### src/rtl/atm_pkg.sv
// Shared definitions for the ATM keypad front end: key codes, debounce
// state encodings and the amount width.
package atm_pkg;

    localparam int AMOUNT_W = 32;

    localparam logic [3:0] KEY_ENTER  = 4'hA;
    localparam logic [3:0] KEY_CLEAR  = 4'hB;
    localparam logic [3:0] KEY_CANCEL = 4'hC;

    typedef enum logic [3:0] {
        WAIT_PRESS  = 4'b0001,
        DEB_PRESS   = 4'b0010,
        HELD        = 4'b0100,
        DEB_RELEASE = 4'b1000
    } deb_state_t;

    function automatic logic is_digit(input logic [3:0] code);
        return code < 4'd10;
    endfunction

endpackage

### src/rtl/atm_key_debounce.sv
// Keypad debouncer: one-hot press/release FSM with a stability counter.
// key_event is a one-cycle combinational pulse so the consumer can register on it.
module atm_key_debounce
    import atm_pkg::*;
#(
    parameter int DEBOUNCE_CYCLES = 4
) (
    input  logic       clock,
    input  logic       reset,
    input  logic       key_valid,
    input  logic [3:0] key_code,
    output logic       key_event,
    output logic [3:0] key_event_code
);

    localparam logic [7:0] CNT_LAST = 8'(DEBOUNCE_CYCLES - 1);

    deb_state_t state, next_state;
    logic [7:0] cnt, next_cnt;
    logic [3:0] code, next_code;

    // NOTE: sequential state uses non-blocking assignments so every flop samples
    // the pre-edge values; blocking here would create order-dependent races.
    always_ff @(posedge clock) begin
        if (!reset) begin
            state <= WAIT_PRESS;
            cnt   <= '0;
            code  <= '0;
        end else begin
            state <= next_state;
            cnt   <= next_cnt;
            code  <= next_code;
        end
    end

    // NOTE: every variable gets a default before the case so no path leaves it
    // unassigned, which would otherwise infer a latch.
    always_comb begin
        next_state = state;
        next_cnt   = cnt;
        next_code  = code;
        unique case (state)
            WAIT_PRESS: begin
                if (key_valid) begin
                    next_state = DEB_PRESS;
                    next_cnt   = 8'd1;
                    next_code  = key_code;
                end
            end
            DEB_PRESS: begin
                if (!key_valid) begin
                    next_state = WAIT_PRESS;
                end else if (key_code != code) begin
                    next_cnt  = 8'd1;
                    next_code = key_code;
                end else if (cnt == CNT_LAST) begin
                    next_state = HELD;
                end else begin
                    next_cnt = cnt + 8'd1;
                end
            end
            HELD: begin
                if (!key_valid) begin
                    next_state = DEB_RELEASE;
                    next_cnt   = 8'd1;
                end
            end
            DEB_RELEASE: begin
                if (key_valid) begin
                    next_state = HELD;
                end else if (cnt == CNT_LAST) begin
                    next_state = WAIT_PRESS;
                end else begin
                    next_cnt = cnt + 8'd1;
                end
            end
            default: begin
                next_state = WAIT_PRESS;
                next_cnt   = '0;
            end
        endcase
    end

    always_comb begin
        key_event      = (state == DEB_PRESS) && key_valid && (key_code == code)
                         && (cnt == CNT_LAST);
        key_event_code = code;
    end

endmodule

### src/rtl/atm_keypad_entry.sv
// ATM keypad entry: debounced PIN digit strobes and a decimal amount
// accumulator committed on ENTER. All outputs are registered.
module atm_keypad_entry
    import atm_pkg::*;
#(
    parameter int DEBOUNCE_CYCLES = 4,
    parameter int MAX_DIGITS      = 9
) (
    input  logic                clock,
    input  logic                reset,
    input  logic                key_valid,
    input  logic [3:0]          key_code,
    input  logic                amountMode,
    output logic [3:0]          digit,
    output logic                stbDigit,
    output logic [AMOUNT_W-1:0] amount,
    output logic                stbAmount,
    output logic [AMOUNT_W-1:0] entryValue,
    output logic [3:0]          entryDigits,
    output logic                digitRejected,
    output logic                cancel
);

    localparam logic [3:0] MAX_D = 4'(MAX_DIGITS);

    logic                key_event;
    logic [3:0]          key_event_code;

    logic [3:0]          next_digit;
    logic                next_stb_digit;
    logic [AMOUNT_W-1:0] next_amount;
    logic                next_stb_amount;
    logic [AMOUNT_W-1:0] next_value;
    logic [3:0]          next_digits;
    logic                next_rejected;
    logic                next_cancel;

    atm_key_debounce #(
        .DEBOUNCE_CYCLES(DEBOUNCE_CYCLES)
    ) u_debounce (
        .clock         (clock),
        .reset         (reset),
        .key_valid     (key_valid),
        .key_code      (key_code),
        .key_event     (key_event),
        .key_event_code(key_event_code)
    );

    always_comb begin
        next_digit      = digit;
        next_stb_digit  = 1'b0;
        next_amount     = amount;
        next_stb_amount = 1'b0;
        next_value      = entryValue;
        next_digits     = entryDigits;
        next_rejected   = 1'b0;
        next_cancel     = 1'b0;

        // The accumulator only lives while amount entry is selected.
        if (!amountMode) begin
            next_value  = '0;
            next_digits = '0;
        end

        if (key_event) begin
            if (key_event_code == KEY_CANCEL) begin
                next_cancel = 1'b1;
                next_value  = '0;
                next_digits = '0;
            end else if (is_digit(key_event_code)) begin
                if (!amountMode) begin
                    next_digit     = key_event_code;
                    next_stb_digit = 1'b1;
                end else if (!(entryValue == '0 && key_event_code == 4'd0)) begin
                    if (entryDigits < MAX_D) begin
                        next_value  = entryValue * AMOUNT_W'(10) + AMOUNT_W'(key_event_code);
                        next_digits = entryDigits + 4'd1;
                    end else begin
                        next_rejected = 1'b1;
                    end
                end
            end else if (amountMode && key_event_code == KEY_ENTER && entryDigits != '0) begin
                next_amount     = entryValue;
                next_stb_amount = 1'b1;
                next_value      = '0;
                next_digits     = '0;
            end else if (amountMode && key_event_code == KEY_CLEAR) begin
                next_value  = '0;
                next_digits = '0;
            end
        end
    end

    always_ff @(posedge clock) begin
        if (!reset) begin
            digit         <= '0;
            stbDigit      <= 1'b0;
            amount        <= '0;
            stbAmount     <= 1'b0;
            entryValue    <= '0;
            entryDigits   <= '0;
            digitRejected <= 1'b0;
            cancel        <= 1'b0;
        end else begin
            digit         <= next_digit;
            stbDigit      <= next_stb_digit;
            amount        <= next_amount;
            stbAmount     <= next_stb_amount;
            entryValue    <= next_value;
            entryDigits   <= next_digits;
            digitRejected <= next_rejected;
            cancel        <= next_cancel;
        end
    end

endmodule

### config.mk
export PLATFORM = sky130hd
export DESIGN_NAME = atm_keypad_entry
export DESIGN_NICKNAME = d
export VERILOG_FILES = /design/src/rtl/atm_pkg.sv /design/src/rtl/atm_key_debounce.sv /design/src/rtl/atm_keypad_entry.sv
export SDC_FILE = /design/constraint.sdc
export NUM_CORES = 1
export LEC_CHECK = 0
export ABC_AREA = 1
export ABC_CLOCK_PERIOD_IN_PS = 3600
export CORE_MARGIN = 1
export CORE_UTILIZATION = 60
export CTS_BUF_LIST = sky130_fd_sc_hd__clkbuf_8
export DETAILED_ROUTE_END_ITERATION = 7
export GPL_ROUTABILITY_DRIVEN = 0
export HOLD_SLACK_MARGIN = 0.12
export PLACE_DENSITY = 0.84
export REMOVE_ABC_BUFFERS = 1
export SYNTH_ARGS = -nofsm -noshare
export SYNTH_HDL_FRONTEND = slang
export SYNTH_SLANG_ARGS = --single-unit
### constraint.sdc
create_clock -name clock -period 3.6 [get_ports clock]
set_input_delay 0.36 -clock clock [delete_from_list [all_inputs] [get_ports clock]]
set_output_delay 0.36 -clock clock [all_outputs]
set_load 0.05 [all_outputs]
==> flow_summary.rst <==
.. list-table::
   :header-rows: 1

   * - Metric
     - Value
   * - Max-slew violation total from the final report
     - 0
   * - Biggest cell delay along the critical path
     - ~0.42 ns
   * - Horiz. Die Dim
     - approximately 120 um
   * - Post-detail-place hpwl
     - between 15000 and 20000 um
   * - Max VDD drop
     - approximately 0.00031 V
   * - Setup Slack @ Placement
     - ~0.20 ns
   * - Final count of hold timing violations
     - 0
   * - Antenna violations before repair
     - 0
   * - Worst-Skew Late Latency
     - about 0.39 ns
   * - Cell breakdown of the critical path
     - ha_1 -> ha_2 -> fa_1 -> nand2_1 -> nand2_2 -> nand3_2 -> nand2_4 -> nand2_1 -> nand2_1 -> nand2_1 -> nand2_1 -> nor2_2 -> nand2_1 -> nor2_4 -> nand3_1 -> o21ai_0 -> a22oi_1 -> o21ai_0 -> a21oi_1
   * - Full die area
     - 0.0139 mm^2
   * - Total global routing overflow
     - 0
   * - Clock Skew
     - about 0.0089 ns
   * - Count of max-cap constraint violations
     - 0
   * - Cts bufs inserted
     - 9
   * - Total of buffers placed on input and output ports
     - a little over 80
   * - Remaining number of nets flagged by the antenna check after routing
     - 0
   * - Router iterations before antenna repair
     - 6
   * - Post-layout total power
     - 2.65 mW
   * - Arrival time at the worst endpoint
     - around 3.6 ns
   * - Avg Inst Size Synth
     - ~6 um^2
   * - Die span in y
     - ~120 um
   * - Async set or reset register ratio after synthesis
     - 0%
   * - Unrepaired setup endpoints after global routing
     - no
   * - Critical-path top delay cell
     - sky130_fd_sc_hd__fa_1
   * - Share of post-route cells with drive strength above 1
     - around 7.7%
   * - CTS tree
     - built
   * - Clock sinks
     - 92
   * - Startpoint-to-endpoint class of the critical path
     - flip-flop to flip-flop
   * - Maximum level of the CTS H-tree
     - 3
   * - Main flop type after synthesis
     - sky130_fd_sc_hd__dfxtp_1
   * - DR vias
     - about 9k
   * - Summed negative setup slack over all endpoints
     - 0 ns
   * - Final setup violation count
     - 0
   * - Top-level I/O count
     - 84
   * - Least setup slack across all paths after layout
     - about 0.24 ns
   * - Number of different library cells in the post-synthesis netlist
     - 50
   * - Leakage power
     - 4.57 nW
   * - Cells after Synth
     - approximately 1.3k
   * - Cell Rows
     - 41
   * - Quantity of hold-fixing buffers added after cts
     - 0
   * - Vias in the first global route
     - just over 8k
   * - Routed len/inst
     - between 15 and 20 um
   * - Initial standard-cell utilization of the core
     - between 60% and 70%
   * - Slew of the pin with the lowest slew margin
     - ~1.2 ns
   * - Result of the run
     - finished, final reports clean
   * - CTS Root Cell
     - sky130_fd_sc_hd__clkbuf_8
   * - Most used cell along the critical path
     - sky130_fd_sc_hd__nand2_1
   * - Buffer levels on the longest clock path
     - 2
   * - Worst Path Max Fanout
     - 5
   * - Area of the mapped netlist
     - around 0.008 mm^2
   * - Clk slew on worst S/H paths
     - about 0.10 ns
   * - Pwr Density
     - between 200 and 300 mW/mm^2
   * - Required time worst endpoint
     - ~3.9 ns
   * - Count of nets after finishing
     - 1488
   * - Initial detailed-routing violation count
     - around 840
   * - Number of register bits inferred by synthesis
     - 92
   * - Final instance area
     - between 0.009 and 0.01 mm^2
   * - Via count normalized by instance count
     - 5.62
   * - Worst slew slack as a fraction of its limit
     - around 23%
   * - Placed Instance Area
     - 0.00914 mm^2
   * - Period Utilization, post-route
     - approximately 93%
   * - Post-synth EDFFs
     - 0
   * - Synthesis-to-finish area growth
     - 16.5%
   * - Remaining routing DRC violations
     - 0
   * - Antenna diodes
     - 0
   * - Crit. End Element
     - flip-flop
   * - Detailed Route WL
     - around 24000 um
   * - Worst hold path type
     - input port to flip-flop
   * - Share of synthesized area occupied by flip-flops and latches
     - ~23%
   * - Area of the placeable core
     - roughly 0.013 mm^2
   * - Final hold slack
     - between 0.4 and 0.5 ns
   * - Number of warnings printed during yosys synthesis
     - 0
   * - Highest clock rate
     - roughly 300 MHz
   * - Wire length of the first global-routing pass
     - between 30000 and 40000 um
   * - Startpoint types
     - flip-flop
   * - Largest net degree at the start of global routing
     - 57
   * - Minimum clock period after layout
     - roughly 3.4 ns
   * - Global router's overall resource usage
     - 35.2%
==> repair_timing <==
action	CTS	global route
buffers inserted	0	1
resized for setup	0	11
endpoints found under the setup margin	0	9
==> path summary, 6_finish.rpt <==
path,slack [ns],depth (start not counted),to,from
setup / recovery,0.24,19,entryValue[18]$_SDFF_PN0_,entryValue[1]$_SDFF_PN0_
hold / removal,0.41,3,entryDigits[3]$_SDFF_PN0_,amountMode
setup reg to reg,0.24,19,entryValue[18]$_SDFF_PN0_,entryValue[1]$_SDFF_PN0_
hold reg to reg,0.45,2,amount[16]$_SDFFE_PN0P_,amount[16]$_SDFFE_PN0P_
==> metal layers <==
metal	vias to the layer above	wire length, um	global-route usage (%)
met2	433	10800	57.7
met4	0	1010	16.4
met5	-	0	0
met3	78	2050	5.57
li1	4491	-	-
met1	3964	10100	45.2
==> worst max-delay path, delay by kind of cell, from the launching register on <==
family	cells	cell delay, ns
and+or+nand+nor	12	1.28
adders and majority gates	3	0.95
DFF	1	0.32
AOI/OAI and AO/OA	4	0.69
==> per-stage QoR <==
step / instances / util, %
floorplan: 1294 / -
global placement: 1577 / 71.2
detailed placement: 1577 / 71.2
CTS: 1593 / 72.6
global route: 1594 / 73.0
finish: 1594 / 73.0
==> registers in the layout, indices dropped and copies added (netlist names) <==
| register | cells |
|---|---|
| amount | 32 |
| entryValue | 32 |
| u_debounce.cnt | 8 |
| digit | 4 |
| entryDigits | 4 |
| u_debounce.key_event_code | 4 |
| u_debounce.state | 4 |
| cancel | 1 |
| digitRejected | 1 |
| stbAmount | 1 |
| stbDigit | 1 |
==> placed cells by master, fill, tap and decap left out, drive strengths merged, types with 5 or more instances in the layout <==
cell             n
nand2          412
inv            213
nor2           110
a21oi          102
dfxtp           92
nand3           87
o21ai           84
clkdlybuf4s50   82
ha              61
buf             30
nand4           20
nor3            18
xor2            16
a221oi          14
clkbuf           9
nor4             9
clkinv           8
o22ai            6
nand3b           5
xnor2            5
==> final cells by class <==
type	instances	area, um^2
clock buffers	9	124
flip-flops and latches	92	1850
repair buffers	112	1040
well taps	172	215
inverters	216	811
fillers	1171	3470
multi-input cells	986	5270
clock inverters	7	50.0
==> synth_stat cells, types with 3 or more instances <==
master	n	area share, %
sky130_fd_sc_hd__and3_1	3	0.23
sky130_fd_sc_hd__inv_2	11	0.51
sky130_fd_sc_hd__nand4_1	19	1.5
sky130_fd_sc_hd__a21oi_1	101	6.3
sky130_fd_sc_hd__nand3_1	81	5.0
sky130_fd_sc_hd__nand3_2	6	0.75
sky130_fd_sc_hd__inv_1	200	9.3
sky130_fd_sc_hd__nand2_1	400	19
sky130_fd_sc_hd__xor2_1	14	1.5
sky130_fd_sc_hd__o21ai_0	78	4.9
sky130_fd_sc_hd__dfxtp_1	92	23
sky130_fd_sc_hd__clkinv_1	5	0.23
sky130_fd_sc_hd__clkbuf_1	33	1.5
sky130_fd_sc_hd__o22ai_1	6	0.47
sky130_fd_sc_hd__ha_1	61	9.5
sky130_fd_sc_hd__xnor2_1	5	0.54
sky130_fd_sc_hd__a221oi_1	14	1.5
sky130_fd_sc_hd__nor4_1	8	0.62
sky130_fd_sc_hd__nor2_4	4	0.56
sky130_fd_sc_hd__o21a_1	4	0.37
sky130_fd_sc_hd__nand3b_1	5	0.47
sky130_fd_sc_hd__buf_2	5	0.31
sky130_fd_sc_hd__nand2_2	10	0.78
sky130_fd_sc_hd__nor2_2	13	1.0
sky130_fd_sc_hd__a22oi_1	4	0.37
sky130_fd_sc_hd__nor3_1	18	1.1
sky130_fd_sc_hd__o21ai_1	6	0.37
sky130_fd_sc_hd__a211oi_1	3	0.28
sky130_fd_sc_hd__o2111ai_1	3	0.33
sky130_fd_sc_hd__nor2_1	92	4.3
sky130_fd_sc_hd__o211ai_1	4	0.37
==> logic make-up after synthesis <==
group	share of synthesized area, %
flip-flops	22.9
adder cells (fa/ha/maj)	10.0
AO/OA/AOI/OAI	16.4
XOR/XNOR	2.48
buffers and inverters	12.0
AND/OR/NAND/NOR	36.1
==> report_power, final <==
group	internal (mW)	switching [mW]	total (mW)
Combinational	0.275	0.585	0.860
Clock	0.254	0.413	0.667
Sequential	1.06	0.0634	1.12
Total	1.58	1.06	2.65
Power figures use the tool's default switching activity.
